### config.mk
export PLATFORM = sky130hd
export DESIGN_NAME = sram_write_slave
export DESIGN_NICKNAME = d
export VERILOG_FILES = /design/src/rtl/sram_write_slave.sv
export SDC_FILE = /design/constraint.sdc
export NUM_CORES = 1
export LEC_CHECK = 0
export ABC_AREA = 1
export BUFFER_PORTS_ARGS = -buffer_cell sky130_fd_sc_hd__buf_2
export CORE_MARGIN = 1
export CORE_UTILIZATION = 51
export DETAILED_ROUTE_END_ITERATION = 16
export PLACE_DENSITY = 0.85
export SETUP_SLACK_MARGIN = 0.5
export SLEW_MARGIN = 20
export SYNTH_ARGS = -nofsm -noshare
export SYNTH_HDL_FRONTEND = slang
export SYNTH_SLANG_ARGS = --single-unit
### constraint.sdc
create_clock -name ACLK -period 3.13 [get_ports ACLK]
set_input_delay 0 -clock ACLK [delete_from_list [all_inputs] [get_ports ACLK]]
set_output_delay 0 -clock ACLK [all_outputs]
set_load 0.05 [all_outputs]
### src/rtl/sram_write_slave.sv
// sram_write_slave
// ----------------
// AXI4 write-channel slave front end for the on-chip SRAM target. One burst
// is in flight at a time: the AW request is latched, the W beats are streamed
// into a single-port SRAM through a registered write port, and a single B
// response closes the burst. Read channels are handled elsewhere.
//
// Ports
//   ACLK, ARESET              clock (rising edge) and synchronous active-high reset
//   AW*   (in) / AWREADY      write address channel
//   W*    (in) / WREADY       write data channel
//   BID, BRESP, BVALID / BREADY   write response channel
//   SRAM_CEB, SRAM_WEB        active-low chip enable and per-byte write enables
//   SRAM_A, SRAM_DI           SRAM word address and write data
//
// Only 32-bit beats (AWSIZE=3'b010) with FIXED or INCR bursts are supported.
// Anything else, or a burst whose WLAST disagrees with AWLEN, is still drained
// to completion and answered with SLVERR. The SRAM is only written while the
// burst is error-free.

module sram_write_slave #(
  parameter int ADDR_BITS      = 32,
  parameter int DATA_BITS      = 32,
  parameter int ID_BITS        = 8,
  parameter int LEN_BITS       = 4,
  parameter int SRAM_ADDR_BITS = 14
) (
  input  logic                      ACLK,
  input  logic                      ARESET,
  // write address channel
  input  logic [ID_BITS-1:0]        AWID,
  input  logic [ADDR_BITS-1:0]      AWADDR,
  input  logic [LEN_BITS-1:0]       AWLEN,
  input  logic [2:0]                AWSIZE,
  input  logic [1:0]                AWBURST,
  input  logic                      AWVALID,
  output logic                      AWREADY,
  // write data channel
  input  logic [DATA_BITS-1:0]      WDATA,
  input  logic [3:0]                WSTRB,
  input  logic                      WLAST,
  input  logic                      WVALID,
  output logic                      WREADY,
  // write response channel
  output logic [ID_BITS-1:0]        BID,
  output logic [1:0]                BRESP,
  output logic                      BVALID,
  input  logic                      BREADY,
  // SRAM write port
  output logic                      SRAM_CEB,
  output logic [3:0]                SRAM_WEB,
  output logic [SRAM_ADDR_BITS-1:0] SRAM_A,
  output logic [DATA_BITS-1:0]      SRAM_DI
);

  localparam logic [1:0] BURST_INCR = 2'b01;
  localparam logic [2:0] SIZE_WORD  = 3'b010;
  localparam logic [1:0] RESP_OKAY  = 2'b00;
  localparam logic [1:0] RESP_SLV   = 2'b10;

  typedef enum logic [1:0] {
    S_IDLE  = 2'd0,
    S_WRITE = 2'd1,
    S_RESP  = 2'd2
  } state_t;

  state_t r_state;
  state_t w_next;

  logic r_awready;
  logic r_wready;
  logic r_bvalid;

  logic [ID_BITS-1:0]        r_id;
  logic [SRAM_ADDR_BITS-1:0] r_ptr;
  logic [LEN_BITS-1:0]       r_len;
  logic [1:0]                r_burst;
  logic [LEN_BITS-1:0]       r_cnt;
  logic                      r_err;

  logic                      r_ceb;
  logic [3:0]                r_web;
  logic [SRAM_ADDR_BITS-1:0] r_a;
  logic [DATA_BITS-1:0]      r_di;

  logic w_aw_fire;
  logic w_w_fire;
  logic w_b_fire;
  logic w_cnt_at_len;
  logic w_do_write;
  logic w_unused;

  assign w_aw_fire    = AWVALID & r_awready;
  assign w_w_fire     = WVALID & r_wready;
  assign w_b_fire     = r_bvalid & BREADY;
  assign w_cnt_at_len = (r_cnt == r_len);
  // The error flag in force before this beat decides whether it is written,
  // so the beat that first exposes an overrun or early WLAST still lands.
  assign w_do_write   = w_w_fire & ~r_err;

  // Byte-offset and upper address bits select the slave, not the word.
  assign w_unused = ^{AWADDR[ADDR_BITS-1:SRAM_ADDR_BITS+2], AWADDR[1:0]};

  // Next-state logic for the single-outstanding-burst sequencer.
  always_comb begin
    w_next = r_state;
    case (r_state)
      S_IDLE:  if (w_aw_fire) w_next = S_WRITE;
      S_WRITE: if (w_w_fire && WLAST) w_next = S_RESP;
      S_RESP:  if (w_b_fire) w_next = S_IDLE;
      default: w_next = S_IDLE;
    endcase
  end

  // State register. The handshake flags are registered copies of the state
  // decode so that they read 0 while reset is held and rise only once the
  // block is genuinely sitting in the matching state.
  always_ff @(posedge ACLK) begin
    if (ARESET) begin
      r_state   <= S_IDLE;
      r_awready <= 1'b0;
      r_wready  <= 1'b0;
      r_bvalid  <= 1'b0;
    end else begin
      r_state   <= w_next;
      r_awready <= (w_next == S_IDLE);
      r_wready  <= (w_next == S_WRITE);
      r_bvalid  <= (w_next == S_RESP);
    end
  end

  // Burst context: latched on AW acceptance, advanced on every accepted beat.
  // A mismatch between WLAST and the beat count (early WLAST, or a beat at the
  // final count without WLAST) poisons the rest of the burst.
  always_ff @(posedge ACLK) begin
    if (ARESET) begin
      r_id    <= '0;
      r_ptr   <= '0;
      r_len   <= '0;
      r_burst <= '0;
      r_cnt   <= '0;
      r_err   <= 1'b0;
    end else if (w_aw_fire) begin
      r_id    <= AWID;
      r_ptr   <= AWADDR[SRAM_ADDR_BITS+1:2];
      r_len   <= AWLEN;
      r_burst <= AWBURST;
      r_cnt   <= '0;
      r_err   <= (AWSIZE != SIZE_WORD) | AWBURST[1];
    end else if (w_w_fire) begin
      if (r_burst == BURST_INCR) begin
        r_ptr <= r_ptr + 1'b1;
      end
      if (!w_cnt_at_len) begin
        r_cnt <= r_cnt + 1'b1;
      end
      if (WLAST != w_cnt_at_len) begin
        r_err <= 1'b1;
      end
    end
  end

  // Registered SRAM write port: each good beat becomes a one-cycle enable
  // pulse the cycle after its handshake. Address and data hold between writes.
  always_ff @(posedge ACLK) begin
    if (ARESET) begin
      r_ceb <= 1'b1;
      r_web <= 4'hF;
      r_a   <= '0;
      r_di  <= '0;
    end else begin
      r_ceb <= ~w_do_write;
      r_web <= w_do_write ? ~WSTRB : 4'hF;
      if (w_do_write) begin
        r_a  <= r_ptr;
        r_di <= WDATA;
      end
    end
  end

  assign AWREADY  = r_awready;
  assign WREADY   = r_wready;
  assign BVALID   = r_bvalid;
  assign BID      = r_id;
  assign BRESP    = r_err ? RESP_SLV : RESP_OKAY;
  assign SRAM_CEB = r_ceb;
  assign SRAM_WEB = r_web;
  assign SRAM_A   = r_a;
  assign SRAM_DI  = r_di;

endmodule

# After elaboration in Yosys (flattened, before gate mapping)

Index checks and enable logic that the tools add are counted.

Input bits: 91
Register bits after elaboration: 89
Output and inout bits: 64
Logic and storage cells: 55

Bitwise logic cells: 9
$add $sub $neg: 2
Mux-type cells: 11
Equal/unequal tests: 8
Reduce and logical (&&, ||, !) cells: 11

Operators by type and width:

| kind                                                            | number |
|---|---|
| 14-bit two-way mux                                              | 3 |
| 14-bit by 1-bit adder with 14-bit output, second input constant | 1 |
| 2-bit two-way mux                                               | 4 |
| 2-bit by 1-bit == test with 1-bit output, second input constant | 3 |
| 2-bit case mux with 3 select lines                              | 1 |
| 2-bit AND reduction                                             | 3 |
| 2-bit nonzero test                                              | 3 |
| 4-bit by 1-bit adder with 4-bit output, second input constant   | 1 |
| 1-bit bitwise AND                                               | 4 |
| 2-bit == test, second input constant                            | 2 |
| 4-bit == test                                                   | 1 |
| 2-bit logical NOT                                               | 2 |
| 4-bit NOT                                                       | 1 |
| 2-bit OR reduction                                              | 2 |
| 1-bit two-way mux                                               | 3 |
| 3-bit by 2-bit != test with 1-bit output, second input constant | 1 |
| 1-bit NOT                                                       | 3 |
| 1-bit logical AND                                               | 1 |
| 1-bit != test                                                   | 1 |
| 1-bit bitwise OR                                                | 1 |

# Longest topological paths before layout

Gate-level depths: netlist of run 1.

Word-level depth: 5
Depth in mapped cells: 9
Depth with buffers taken out: 9

# Worst setup path before layout of run 1

No wires, ideal clock.

Path type: register to register
Start point: register r_wready (netlist: WREADY)
End point: register r_a[10] (netlist: SRAM_A[10])
Clock period less this slack: 1.551 ns
Arrival: 1.433 ns
Slack: 1.579 ns
Setup time: 0.119 ns
Path buffers: 2
Stages on the path, launching flop included: 8
Path through: dfxtp_1 -> nand2_2 -> nor2_1 -> inv_2 -> buf_2 -> buf_2 -> nand3_1 -> o21ai_1

Word-level cells in the longest chain between the ends: 2

Ends and longest elaborated chain:

| what                   | line | text |
|---|---|---|
| from (decl)            | 71   | `logic r_wready;` |
| from (signal assigned) | 127  | `r_wready <= (w_next == S_WRITE);` |
| 1-bit bitwise AND      | 94   | `assign w_w_fire = WVALID & r_wready;` |
| 1-bit bitwise AND      | 99   | `assign w_do_write = w_w_fire & ~r_err;` |
| to (signal assigned)   | 175  | `r_a <= r_ptr;` |
| to (decl)              | 83   | `logic [SRAM_ADDR_BITS-1:0] r_a;` |

No other way between the ends.
A chain may end at the register's enable or synchronous reset.

# Worst setup path after layout of run 1

Start point: register r_awready (netlist: AWREADY)
End point: register r_err

Word-level cells in the longest chain between the ends: 3
Elaborated cells between the ends (all ways): 5
Those cells by class: mux (1); bitwise (1); reduce/logical (3)

Ends and longest elaborated chain:

| what                                 | line | text |
|---|---|---|
| from (decl)                          | 70   | `logic r_awready;` |
| from (signal assigned)               | 126  | `r_awready <= (w_next == S_IDLE);` |
| 1-bit bitwise AND *                  | 93   | `assign w_aw_fire = AWVALID & r_awready;` |
| 2-bit nonzero test (no source line)  | --   |  |
| 2-bit AND reduction (no source line) | --   |  |
| to (signal assigned)                 | 149  | `r_err <= (AWSIZE != SIZE_WORD) \| AWBURST[1];` |
| to (decl)                            | 79   | `logic r_err;` |

Mark *: on every way between the ends. The rest lies on a longest branch, timed or not.

==> flow_summary.toml, run 1 <==
[logic_synthesis]
syn_nets = 569
synthArstFlopShare_pct = 0
synthFlopType = "dfxtp_1"
avgSynthCellArea_um2 = 7.573
synth_seq_cells = 89
synth_cells = 476
yosys_warnings = 0
synthesis.area_um2 = 3605
yosysSeqAreaShare_pct = 49.43
synth_edf_count = 0
synth.distinct_cells = 29

[setup_path]
worstSetupPathType = "flop to flop"
critPathRequiredTime_ns = 3.38
worstSetupEndpointType = "flop"
cp-start-kind = "flop"
critPathArrivalTime_ns = 2.07
cp_max_fo = 30

[sta]
fin_skew_ns = 0.008809
setup_viol = 0
tightest_slew_ns = 0.6864
rsz0062_at_grt = "no"
finalHoldViolations = 0
setup_slack_ns = 1.313
slew_headroom_pct = 54.17
maxSlewViolCount = 0
period_share_pct = 58.06
fmax_mhz = 550.3
finalCriticalPeriod_ns = 1.817
fin_tns_setup_ns = 0

[placed_design]
dpl.hpwl_um = 6084
port_buffers = 135
gp_congestion = 0.9364
place_inst = 686
place_ws_ns = 1.488

[drt]
wl_per_cell_um = 14.12
via_count = 3923
drtAntennaViolNets = 0
drc_errors = 0
dr.pass1.iters = 5
viasPerCell = 5.121
routed_wl_um = 10820
drt_first_iter_violations = 273

[pwr]
power_uw = 2413
vdd_drop_max_uv = 297.5
power_density_nw_per_um2 = 469.6
leakage_uw = 0.002507

[die]
die_w_um = 86.07
num_io_pins = 155
core_area_um2 = 6794
fp.dieH_um = 86.07
dieArea_um2 = 7408
row_count = 30
initial_core_util_pct = 53.06

[finish]
fin_nets = 758
areaGrowthSynthToFinish_pct = 42.55
mostFrequentLayoutCells = "135 x buf_2, 126 x nand2_1, 89 x dfxtp_1, 66 x nand3_1, 64 x dlygate4sd3_1"
fill_cells = 480
utilization_pct = 75.64
finalNonFillerCells = 766
n_antenna_cell = 0
layout_commonest_cell = "buf_2"
layout-drive-gt1-share_pct = 26.12

[clock_network]
cts_buffer_depth = 2
cts_inserted_buffers = 9
cts.sinks = 89
clk_latency_ns = 0.36
cts_tree = "built"
root_buffer = "clkbuf_8"
clk_pin_slew_worst_paths_ns = 0.09
post_cts_buffers = 0
cts_max_level = 3

[grt]
grt_start_max_net_pins = 47
grt-ovfl-total = 0
antenna_found_initial = 0
track_usage_pct = 29.38
grt_pass1_wl_um = 16990
grt_pass1_vias = 3828

[worst_hold_path]
hold_class = "primary input to flop"

[outcome]
status = "finished clean"

[flow_run]
maxCapViolCount = 0
-- path summary, 6_finish.rpt --
| kind | startpoint | to | slack, ns | cells after the start |
|---|---|---|---|---|
| max | AWREADY | r_err | 1.31 | 7 |
| min | BREADY | r_state[1] | 0.008 | 4 |
| max reg2reg | AWREADY | r_err | 1.31 | 7 |
| min reg2reg | SRAM_A[2] | SRAM_A[2] | 0.47 | 2 |
-- repair_timing --
item / in CTS / in global routing
hold buffers: 64 / 0
endpoints found under the hold margin: 63 / 0
resized for setup: 0 / 0
-- cell families after synthesis --
kind of cell	after synthesis	share of synthesized area, %
AO/OA/AOI/OAI	62	9.476
XOR/XNOR	4	0.9718
adder cells (fa/ha/maj)	2	0.6941
buffers and inverters	63	7.567
flip-flops	89	49.43
other	1	0.1040
AND/OR/NAND/NOR	255	31.76
-- layer usage --
layer / track usage, % / vias up / routed length [um]
li1: - / 1912 / -
met1: 31.40 / 1800 / 4154
met2: 53.54 / 170 / 5564
met3: 7.603 / 41 / 756
met4: 14.24 / 0 / 340
met5: 0 / - / 0
-- synth_stat cells, types with 5 or more instances --
cell / n / area, um2
o21ai_0: 22 / 110.1
a22oi_1: 7 / 52.55
a21oi_1: 16 / 80.08
nand3_1: 66 / 330.3
dfxtp_1: 89 / 1782
nor2_4: 5 / 56.30
clkbuf_1: 5 / 18.77
o21ai_1: 10 / 50.05
buf_2: 17 / 85.08
nor2_1: 41 / 153.9
nand2_1: 126 / 473.0
inv_1: 33 / 123.9
-- worst max-delay path, stage by stage (launching register included) --
cell and delay [ns]:
dfxtp_1 0.34, nand2_1 0.05, buf_4 0.22, nor2_1 0.25, nand3_1 0.14, dlygate4sd3_1 0.59
nand2_1 0.07, nor2_1 0.06
-- registers in the layout (all words and copies together) (netlist names), 2 cells and up --
name	flops
r_len	4
SRAM_DI	32
r_ptr	14
SRAM_WEB	4
r_burst	2
r_cnt	4
SRAM_A	14
BID	8
r_state	2
-- per-stage QoR --
step	hold slack, ns	area [um2]
5_1_grt	0.03941	5139
2_1_floorplan	0.06969	3605
3_5_place_dp	0.1686	4304
3_3_place_gp	0.1658	4304
4_1_cts	0.006392	5139
6_report	0.008233	5139
-- final cells by class --
cell class | instances | area [um2] | share of cell area [%]
flip-flops and latches | 89 | 1782 | 34.67
multi-input cells | 324 | 1550 | 30.17
repair buffers | 204 | 1354 | 26.35
inverters | 37 | 138.9 | 2.703
clock buffers | 10 | 127.6 | 2.484
well taps | 96 | 120.1 | 2.337
clock inverters | 6 | 66.31 | 1.290
-- report_power, final --
group          internal, uW  switching [uW]  total [uW]  leakage [uW]
sequential             1180            32.6        1210      0.000723
clock                   371             421         791     0.0000889
combinational           151             257         409       0.00169
No activity file was read; power rests on OpenSTA's default activity.
==> inputs of run 2 (changes only) <==
Settings changed: ABC_AREA 1 to 0, CORE_UTILIZATION 51 to 46, PLACE_DENSITY 0.85 to 0.8.
Clock period 3.13 ns to 1.85 ns, I/O delays scaled along.
==> flow_summary.toml, run 2 <==
[die]
row_count = 30
core_area_um2 = 6794
dieArea_um2 = 7348
die_w_um = 85.72
fp.dieH_um = 85.72
num_io_pins = 155
initial_core_util_pct = 47.46

[setup_path]
cp_num_cells = 4
cp_cell_sequence = "nand4_4 -> or3_4 -> or3_1 -> a311oi_1"
worst-path-buf-inv = 0
critPathArrivalTime_ns = 1.83
rr_worst_depth = 4
cp_max_fo = 4
cp_top_family = "simple AND/OR/NAND/NOR gates"
critPathRequiredTime_ns = 2.12
worstSetupPathType = "flop to flop"
max_stage_delay_ns = 0.40
cp-start-kind = "flop"
critPathSlowestCell = "or3_4"
worstSetupEndpointType = "flop"

[pwr]
vdd_drop_max_uv = 621.3
leakage_uw = 0.002257
power_density_nw_per_um2 = 776.0

[grt]
grt_pass1_wl_um = 15270
top_usage_layer = "met2"
grt_pass1_vias = 3268
grt_start_max_net_pins = 52
met2_usage_pct = 47.71
globalRouteMet1Util_pct = 29.65
antenna_found_initial = 0
gr-usage-met3_pct = 6.545
track_usage_pct = 26.59
grt-ovfl-total = 0

[flow_run]
maxCapViolCount = 0

[logic_synthesis]
yosys_warnings = 0
yosysTopAreaCell = "dfxtp_1"
synth_most_common_cell = "dfxtp_1"
synthArstFlopShare_pct = 0
netlist.area_leader.share_pct = 55.26
synthFlopType = "dfxtp_1"
synth_area_leaders = "dfxtp_1 55%, a22o_1 12%, nand2_1 5.1%"
avgSynthCellArea_um2 = 9.982
synth_commonest_cells = "89 x dfxtp_1, 46 x a22o_1, 44 x nand2_1, 20 x a21oi_1, 19 x nor2_1"
synth.distinct_cells = 42
synth_seq_cells = 89
synth_edf_count = 0
yosysSeqAreaShare_pct = 55.26
syn_nets = 416
synth_cells = 323
synthesis.area_um2 = 3224

[finish]
layout_commonest_cell = "buf_2"
fin_nets = 625
n_antenna_cell = 0
areaGrowthSynthToFinish_pct = 58.98
mostFrequentLayoutCells = "135 x buf_2, 73 x dfxtp_1, 65 x dlygate4sd3_1, 46 x a22o_1, 44 x nand2_1"
largest_reg_flops = 32
layout-drive-gt1-share_pct = 38.18
finalNonFillerCells = 633

[sta]
finalHoldViolations = 0
tightest_slew_ns = 0.5847
rsz0062_at_grt = "yes"
setup_viol = 0
period_share_pct = 84.60
fin_tns_setup_ns = 0
fin_skew_ns = 0.009130
maxSlewViolCount = 0
finalCriticalPeriod_ns = 1.565
slew_headroom_pct = 60.92
fmax_mhz = 638.9

[drt]
drc_errors = 0
viasPerCell = 5.215
dr.pass1.iters = 4
drtAntennaViolNets = 0
wl_per_cell_um = 15.65
drt_first_iter_violations = 180
via_count = 3301
routed_wl_um = 9907

[clock_network]
cts_buffer_depth = 2
clk_pin_slew_worst_paths_ns = 0.10
cts_tree = "built"
cts.sinks = 89
cts_max_level = 3
root_buffer = "clkbuf_8"
cts_inserted_buffers = 9
clk_latency_ns = 0.35

[placed_design]
dpl.hpwl_um = 5191
gp_congestion = 0.8337
port_buffers = 135
place_inst = 538

[outcome]
status = "finished clean"

[worst_hold_path]
worstHoldPathCells = 4
hold_class = "primary input to flop"
## run 2: changes by cell type in the layout (fill, tap and decap cells not counted), sizes merged, moves of 4 or more
cell / delta
a211oi: +8
a21oi: +4
a22o: +46
a22oi: -7
buf: +13
inv: -30
nand2: -86
nand3: -64
nor2: -27
nor3: +7
o21ai: -30
xnor2: +12
## run 2: cells by family (layout without fill, tap and decap cells)
family | after synthesis | after routing | share of synthesized area [%]
fa+ha+maj | 2 | 2 | 0.7760
mux | 2 | 2 | 0.6209
other cells | 1 | 1 | 0.1163
xor+xnor | 15 | 15 | 4.075
compound gates | 87 | 87 | 20.49
buf+inv | 26 | 238 | 3.298
flops | 89 | 89 | 55.26
simple gates | 101 | 103 | 15.37
## run 2: final timing paths
path | startpoint | end | slack (ns)
setup / recovery | r_ptr[5] | r_ptr[11] | 0.28
hold reg to reg | BID[2] | BID[2] | 0.46
hold / removal | AWVALID | r_cnt[3] | 0.08
setup reg to reg | r_ptr[5] | r_ptr[11] | 0.28
## run 2: cell type report
class                      count  area, um2
clock buffer                   9      123.9
clock inverter                 7      62.56
fill                         446       1668
inverter                       4      15.01
multi-input combinational    210       1483
sequential                    89       1817
tap                           96      120.1
timing repair buffer         218       1505
## run 2: where the power goes
group	switching, uW	internal, uW
logic	367	282
registers	66.2	1990
clock network	755	519
## run 2: per-layer routing
layer,wire [um],up-vias
met4,211,0
met2,4914,151
met5,0,-
li1,-,1587
met1,4039,1541
met3,741,22
## run 2: metrics by stage
step | utilization (%) | hold slack [ns] | setup slack [ns] | total power [uW] | instance area [um2]
3_3_place_gp | 59.45 | 0.1617 | 0.2184 | 2561 | 4039
6_report | 75.45 | 0.07765 | 0.2848 | 3978 | 5126
5_1_grt | 75.45 | 0.1035 | 0.2111 | 4135 | 5126
4_1_cts | 73.79 | 0.05136 | 0.3000 | 3964 | 5014
2_1_floorplan | - | 0.06194 | 0.2528 | 2403 | 3266
3_5_place_dp | 59.45 | 0.1655 | 0.1564 | 2571 | 4039
## run 2: repair_timing
| item | in CTS | in global routing |
|---|---|---|
| resized for setup | 26 | 15 |
| endpoints found under the setup margin | 52 | 50 |
| hold endpoints to repair | 66 | 0 |
| setup buffers | 8 | 4 |
| gates cloned | 2 | 0 |
| pin swaps | 7 | 7 |
| hold buffers | 65 | 0 |
## run 2: worst min-delay path: cells and delay by family
family                 cells  cell delay [ns]
buffers and inverters      1             0.10
muxes                      1             0.07
and+or+nand+nor            1             0.08
AOI/OAI and AO/OA          1             0.11
